--- src/rtl/sseg_scan_mux.sv ---
// Time-multiplexed driver for three common-anode 7-segment digits.
// Each digit gets one slot: a blanking interval, then its glyph held steady from a per-slot snapshot.
module sseg_scan_mux #(
  parameter int REFRESH_DIV  = 4000,
  parameter int BLANK_CYCLES = 40
) (
  input  logic       clk,
  input  logic       reset,
  input  logic [7:0] digit0,
  input  logic [7:0] digit1,
  input  logic [7:0] digit2,
  input  logic [2:0] digit_en,
  output logic [2:0] sseg_en,
  output logic [7:0] sseg,
  output logic       frame_tick
);

  localparam int CW = (REFRESH_DIV > 1) ? $clog2(REFRESH_DIV) : 1;
  localparam logic [CW-1:0] BLANK_C = CW'(BLANK_CYCLES);
  localparam logic [CW-1:0] LAST_C  = CW'(REFRESH_DIV - 1);

  if (BLANK_CYCLES < 1 || REFRESH_DIV < BLANK_CYCLES + 2) begin : g_param_check
    $error("sseg_scan_mux: need BLANK_CYCLES >= 1 and REFRESH_DIV >= BLANK_CYCLES+2");
  end

  typedef enum logic {PH_BLANK, PH_SHOW} phase_t;

  logic [CW-1:0] cnt;
  logic [1:0]    idx;
  logic [7:0]    snap_glyph;
  logic          snap_en;

  phase_t        phase;
  logic          slot_end;
  logic          frame_end;
  logic [7:0]    cur_glyph;
  logic          cur_en;
  logic [2:0]    next_sseg_en;
  logic [7:0]    next_sseg;

  // Phase and output selection are decoded from the pre-edge state only.
  always_comb begin
    phase        = (cnt < BLANK_C) ? PH_BLANK : PH_SHOW;
    slot_end     = (cnt == LAST_C);
    frame_end    = slot_end && (idx == 2'd2);
    cur_glyph    = 8'hFF;
    cur_en       = 1'b0;
    next_sseg_en = 3'b111;
    next_sseg    = 8'hFF;
    case (idx)
      2'd0:    begin cur_glyph = digit0; cur_en = digit_en[0]; end
      2'd1:    begin cur_glyph = digit1; cur_en = digit_en[1]; end
      2'd2:    begin cur_glyph = digit2; cur_en = digit_en[2]; end
      default: begin cur_glyph = 8'hFF;  cur_en = 1'b0;        end
    endcase
    if (phase == PH_SHOW && snap_en) begin
      next_sseg_en = ~(3'b001 << idx);
      next_sseg    = snap_glyph;
    end
  end

  always_ff @(posedge clk) begin
    if (reset) begin
      cnt        <= '0;
      idx        <= 2'd0;
      snap_glyph <= 8'hFF;
      snap_en    <= 1'b0;
      sseg_en    <= 3'b111;
      sseg       <= 8'hFF;
      frame_tick <= 1'b0;
    end else begin
      if (slot_end) begin
        cnt <= '0;
        idx <= (idx == 2'd2) ? 2'd0 : idx + 2'd1;
      end else begin
        cnt <= cnt + 1'b1;
      end
      // Snapshot keeps tracking the input through the blank phase, then freezes for SHOW.
      if (phase == PH_BLANK) begin
        snap_glyph <= cur_glyph;
        snap_en    <= cur_en;
      end
      sseg_en    <= next_sseg_en;
      sseg       <= next_sseg;
      frame_tick <= frame_end;
    end
  end

endmodule
--- config.mk ---
export PLATFORM = sky130hd
export DESIGN_NAME = sseg_scan_mux
export DESIGN_NICKNAME = d
export VERILOG_FILES = /design/src/rtl/sseg_scan_mux.sv
export SDC_FILE = /design/constraint.sdc
export NUM_CORES = 1
export LEC_CHECK = 0
export CAP_MARGIN = 20
export CORE_UTILIZATION = 66
export DETAILED_ROUTE_END_ITERATION = 6
export DONT_BUFFER_PORTS = 1
export HOLD_SLACK_MARGIN = 0.15
export PLACE_DENSITY = 0.89
export SYNTH_ARGS = -nofsm -noshare
export SYNTH_HDL_FRONTEND = slang
export SYNTH_SLANG_ARGS = --single-unit
--- constraint.sdc ---
create_clock -name clk -period 3.81 [get_ports clk]
set_input_delay 0.381 -clock clk [delete_from_list [all_inputs] [get_ports clk]]
set_output_delay 0.381 -clock clk [all_outputs]
set_load 0.01 [all_outputs]
==> results of run 1 <==
## kinds of logic (layout without fill, tap and decap cells)
logic type      count (synthesis)  after routing  synth area share [%]
compound gates                 55             55                 23.01
xor+xnor                        3              3                 1.655
fa+ha+maj                       1              1                0.7879
buf+inv                        21             20                 5.595
flops                          35             35                 44.13
mux                             9              9                 5.674
simple gates                   47             47                 19.15
## worst max-delay path by stage
stage / from / endpoint / slack, ps
after global routing: cnt[3] / sseg_en[2] / 1860
after CTS: cnt[3] / sseg[4] / 2060
after floorplan: cnt[0] / cnt[10] / 2290
after detailed placement: cnt[3] / sseg[4] / 2070
after global placement: cnt[5] / sseg_en[2] / 2110
final: cnt[9] / snap_en / 2020
## per-layer routing
metal	part of all wire [%]	vias up	wire length [µm]	global-route usage, %
li1	-	621	-	-
met2	51	61	1647	45.61
met3	7.8	6	253	7.143
met5	0	-	0	0
met4	1.6	0	53	16.67
met1	40	613	1276	31.10
## registers in the layout, summed over array words and instances, names as in the netlist
| signal | cells |
|---|---|
| cnt | 12 |
| snap_glyph | 8 |
| sseg | 8 |
| sseg_en | 3 |
| idx | 2 |
| frame_tick | 1 |
| snap_en | 1 |
## layout make-up
cell class                 instances  area [µm²]  share of cell area, %
clock buffer                       7       45.04                  2.754
clock inverter                     1       5.005                 0.3060
inverter                          11       41.29                  2.525
multi-input combinational        115       798.3                  48.81
sequential                        35       700.7                  42.85
tap                               28       35.03                  2.142
timing repair buffer               1       10.01                 0.6121
## repair_timing
action                    4_1_cts  5_1_grt
hold buffers                    1        0
hold endpoints to repair       14        0
buffers inserted                0        0
## critical path, stage by stage, from the launching register on
cell and delay (ps):
dfxtp_1 390, nor4_4 600, a311oi_2 390, a31o_1 310
## layout by cell type, fill, tap and decap left out, drive strengths merged
cell,n
dfxtp,35
or3b,1
nor2b,1
a311oi,1
nor4,1
mux2i,9
clkbuf,7
xnor2,1
clkinv,1
nand3b,2
nand3,5
a211o,8
or4,3
xor2,2
a31o,1
o31ai,6
a21oi,9
nor2,6
ha,1
inv,11
o21ai,22
or3,4
dlygate4sd3,1
and4,2
and3,2
nor4b,1
nand4,5
nor3b,1
a31oi,8
nand2,13
## stage by stage
| stage | hold slack [ps] | instances | util [%] |
|---|---|---|---|
| final | 236.0 | 198 | 73.22 |
| after global routing | 243.1 | 198 | 73.22 |
| after CTS | 215.5 | 198 | 73.22 |
| after detailed placement | 405.1 | 189 | 70.53 |
| after global placement | 400.6 | 189 | 70.53 |
| after floorplan | 391.0 | 171 | - |
## power breakdown
group | leakage (nW) | total [mW] | switching (mW) | internal [mW]
Clock | 0.0293 | 0.191 | 0.119 | 0.0718
Sequential | 0.286 | 0.379 | 0.00524 | 0.374
Combinational | 0.272 | 0.0241 | 0.0130 | 0.0111
Total | 0.586 | 0.593 | 0.137 | 0.456
==> impl_metrics.yaml, run 1 <==
synth:
  synth_ff_type: "dfxtp_1"
  synth-seq-cells: 35
  yosys_warnings: 0
  async_flop_share_pct: 0
  synth_area_um2: 1588
  yosys.cell_count.top_type: "dfxtp_1"
  netlist_instances: 171
  yosysSeqAreaShare_pct: 44.13
  synth_edf_count: 0
  synthTopCellsByCount: "dfxtp_1, o21ai_0, nand2_1, inv_1, mux2i_1"
  synthTopCellsByArea: "dfxtp_1, o21ai_0, mux2i_1"
  synth_top_area_share_pct: 44.13
  syn_area_per_cell_um2: 9.285
  yosysUniqueCellTypes: 38
  synthesis.nets: 201
  yosys.area.top_type: "dfxtp_1"
worst_setup_path:
  worstRegToRegCells: 3
  r2r_start: "cnt[9]"
  end_kind: "flip-flop"
  cp-start-kind: "flip-flop"
  cp.arrival_ps: 2030
  worstPathRequired_ps: 4050
  rrSetupSlack_ps: 2020
  crit_type: "reg -> reg"
  reg2reg_to: "snap_en"
  path_max_fanout: 12
cts:
  clock_path_buffers: 2
  cts_root_buf: "clkbuf_4"
  clk_latency_ps: 340
  cts_tree: "done"
  htreeDepth: 2
  numCtsBuffers: 5
  clock-sinks: 35
  clkTransAtPathRegs_ps: 100
  cts-resized-gates: 0
power:
  power.total_uw: 593.5
  p_per_area_nw_per_um2: 362.9
  leakage_nw: 0.5865
  ir_drop_mv: 0.2977
placed_design:
  gp_congestion: 0.8149
  port_buffers: 0
  post-place-ws_ps: 2075
  placed_area_um2: 1575
  place_hpwl_mm: 2.340
sta:
  rsz0062_at_grt: "false"
  fin_crit_sh_pct: 46.93
  report.final.slew_viol_count: 0
  clock.fmax_ghz: 0.5593
  setup_ws_ps: 2022
  period_needed_ps: 1788
  fin_worst_skew_ps: 8.066
  setup_viol: 0
  hold_viol: 0
  tns_ps: 0
  relSlewSlack_pct: 40.25
  worst_pin_slew_ps: 895.0
floorplan:
  fp.dieW_um: 51.05
  start_util_pct: 71.09
  placementRows: 17
  dieHeight_um: 51.05
  dieArea_um2: 2606
  core_um2: 2233
  ios: 41
run:
  cap_violations: 0
route:
  drt-initial-drc-count: 32
  num_vias: 1301
  ant_nets: 0
  drc: 0
  firstDrtPassIters: 4
  wire_per_inst_um: 16.31
  viasPerCell: 6.571
  totalWireLength_mm: 3.230
grt:
  grt_max_degree: 24
  antenna_found_initial: 0
  overflow: 0
  track_usage_pct: 27.41
  first_global_vias: 1158
  grt_pass1_wl_mm: 5.140
layout:
  finalInstanceArea_um2: 1635
  nFillCells: 173
  fin_nets: 199
  diodes: 0
  synthToLayoutAreaGrowth_pct: 2.995
  drive_gt1_share_pct: 9.412
min_path:
  hold_path_end: "sseg_en[1]"
  hp-start: "reset"
  holdCritPathClass: "in -> reg"
  hold_depth: 2
status:
  status: "finished, final reports clean"
No activity file was read; power rests on OpenSTA's default activity.
==> run 2, diff against run 1 <==
--- a/config.mk
+++ b/config.mk
@@ -5,12 +5,13 @@
 export SDC_FILE = /design/constraint.sdc
 export NUM_CORES = 1
 export LEC_CHECK = 0
+export ABC_AREA = 1
 export CAP_MARGIN = 20
-export CORE_UTILIZATION = 66
+export CORE_UTILIZATION = 61
 export DETAILED_ROUTE_END_ITERATION = 6
 export DONT_BUFFER_PORTS = 1
 export HOLD_SLACK_MARGIN = 0.15
-export PLACE_DENSITY = 0.89
+export PLACE_DENSITY = 0.84
 export SYNTH_ARGS = -nofsm -noshare
 export SYNTH_HDL_FRONTEND = slang
 export SYNTH_SLANG_ARGS = --single-unit
==> constraint.sdc (replaced) <==
create_clock -name clk -period 1.7 [get_ports clk]
set_input_delay 0.17 -clock clk [delete_from_list [all_inputs] [get_ports clk]]
set_output_delay 0.17 -clock clk [all_outputs]
set_load 0.01 [all_outputs]
==> run 2 against run 1 <==
Against the previous run:
- first-iteration DRC count grew to 2.7 times the previous value
- sequential power rose by 120%
- power increased to 2.7 times the previous value
- largest cell class unchanged
==> impl_metrics.yaml, run 2 <==
placed_design:
  place_hpwl_mm: 2.358
  port_buffers: 0
  dp.cells: 240
  placed_area_um2: 1633
  gp_congestion: 0.8780
  post-place-ws_ps: 253.1
floorplan:
  dieHeight_um: 53.54
  core_um2: 2500
  dieArea_um2: 2867
  ios: 41
  fp.dieW_um: 53.54
  start_util_pct: 64.81
  placementRows: 18
min_path:
  hold_path_end: "sseg[1]"
  holdCritPathClass: "reg -> reg"
  hp-start: "snap_glyph[1]"
  hold_depth: 2
route:
  wire_per_inst_um: 15.51
  met2_length_mm: 2.139
  num_vias: 1614
  top_layer: "met4"
  drt-initial-drc-count: 86
  wl_met3_um: 303
  ant_nets: 0
  viasPerCell: 5.827
  met1_length_mm: 1.584
  firstDrtPassIters: 5
  totalWireLength_mm: 4.296
  drc: 0
layout:
  largest_reg_flops: 12
  largestRegisters: "cnt: 12 flops, snap_glyph: 8 flops, sseg: 8 flops"
  stdcell_count: 277
  synthToLayoutAreaGrowth_pct: 23.63
  register_area_um2: 701.9
  nFillCells: 152
  finalInstanceArea_um2: 2003
  fin_nets: 275
  top_register: "cnt"
  mostFrequentLayoutCells: "nand2_1, dfxtp_1, dlygate4sd3_1"
  drive_gt1_share_pct: 14.63
  multi_input_area_um2: 778.2
  final_common_cell: "nand2_1"
  fin_util_pct: 80.13
worst_setup_path:
  r2r_start: "idx[0]"
  end_kind: "flip-flop"
  path_max_fanout: 15
  rrSetupSlack_ps: 240
  path_cells: "inv_1 -> nor2_2 -> nand2_1 -> nand3_1 -> nand2_1 -> nand3_1"
  cp_top_family: "simple AND/OR/NAND/NOR gates"
  worstPathRequired_ps: 1990
  cp.arrival_ps: 1750
  crit_type: "reg -> reg"
  crit_buf_inv: 1
  cp-start-kind: "flip-flop"
  max_stage_delay_ps: 500
  reg2reg_to: "snap_glyph[0]"
  worstRegToRegCells: 6
  slowest_stage: "dfxtp_2"
power:
  ir_drop_mv: 0.8636
  power.total_mw: 1.597
  leakage_nw: 0.8657
  p_per_area_nw_per_um2: 797.1
synth:
  async_flop_share_pct: 0
  yosys_warnings: 0
  netlist_instances: 213
  synth_top_area_share_pct: 43.24
  yosys.area.top_type: "dfxtp_1"
  synthesis.nets: 243
  synth-seq-cells: 35
  yosys.cell_count.top_type: "nand2_1"
  synth_edf_count: 0
  synthTopCellsByArea: "dfxtp_1, nand2_1, nand3_1"
  synthTopCellsByCount: "nand2_1, dfxtp_1, nand3_1, inv_1, o21ai_0"
  yosysUniqueCellTypes: 24
  yosysSeqAreaShare_pct: 43.24
  synth_area_um2: 1620
  synth_ff_type: "dfxtp_1"
  syn_area_per_cell_um2: 7.607
grt:
  antenna_found_initial: 1
  grt_pass1_wl_mm: 7.010
  track_usage_pct: 35.01
  overflow: 0
  grt_max_degree: 16
  first_global_vias: 1630
run:
  cap_violations: 0
cts:
  htreeDepth: 2
  cts_root_buf: "clkbuf_4"
  clock_path_buffers: 2
  cts_tree: "done"
  numCtsBuffers: 5
  clock-sinks: 35
  clkTransAtPathRegs_ps: 110
  clk_latency_ps: 340
sta:
  hold_ws_ps: 454.1
  tns_ps: 0
  rsz0062_at_grt: "false"
  setup_ws_ps: 238.3
  fin_worst_skew_ps: 9.353
  period_needed_ps: 1462
  clock.fmax_ghz: 0.6841
  hold_viol: 0
  fin_crit_sh_pct: 85.98
  relSlewSlack_pct: 69.09
  worst_pin_slew_ps: 463.2
  setup_viol: 0
  report.final.slew_viol_count: 0
status:
  status: "finished, final reports clean"
run 2: layer usage:
metal | vias up | global-route usage, %
li1 | 751 | -
met1 | 731 | 35.30
met2 | 97 | 59.79
met3 | 35 | 12.43
met4 | 0 | 24.56
met5 | - | 0
run 2: worst max-delay path by stage:
stage,start,endpoint,cells past startpoint
finish,idx[0],snap_glyph[0],6
global route,idx[0],snap_glyph[0],6
CTS,idx[0],snap_glyph[4],6
detailed placement,idx[0],snap_glyph[4],6
global placement,idx[0],snap_glyph[4],6
floorplan,cnt[0],cnt[5],7
run 2: power breakdown:
group / total [mW] / switching, mW / internal (mW)
Clock: 0.630 / 0.282 / 0.347
Sequential: 0.849 / 0.0124 / 0.837
Combinational: 0.117 / 0.0511 / 0.0662
run 2: logic make-up after synthesis:
family | Yosys count | synth area share (%)
AO/OA/AOI/OAI | 25 | 7.877
XOR/XNOR | 3 | 1.622
buffers and inverters | 31 | 8.726
flip-flops | 35 | 43.24
AND/OR/NAND/NOR | 118 | 37.76
adder cells (fa/ha/maj) | 1 | 0.7721
run 2: tightest hold or removal path: stages (launching register included):
cell and delay (ps):
dfxtp_1 330, inv_1 60, nand2_2 40
run 2: layout make-up:
type,count,area share [%]
repair buffers,31,15.12
flip-flops and latches,35,35.04
clock buffers,6,2.561
inverters,25,4.685
diodes,1,0.1249
clock inverters,2,1.749
well taps,30,1.874
multi-input cells,147,38.85
run 2: repair_timing:
action	in CTS	in global routing
gates resized for setup	0	1
buffers inserted	0	0
endpoints found under the setup margin	0	3
hold endpoints to repair	10	0
hold buffers	28	0
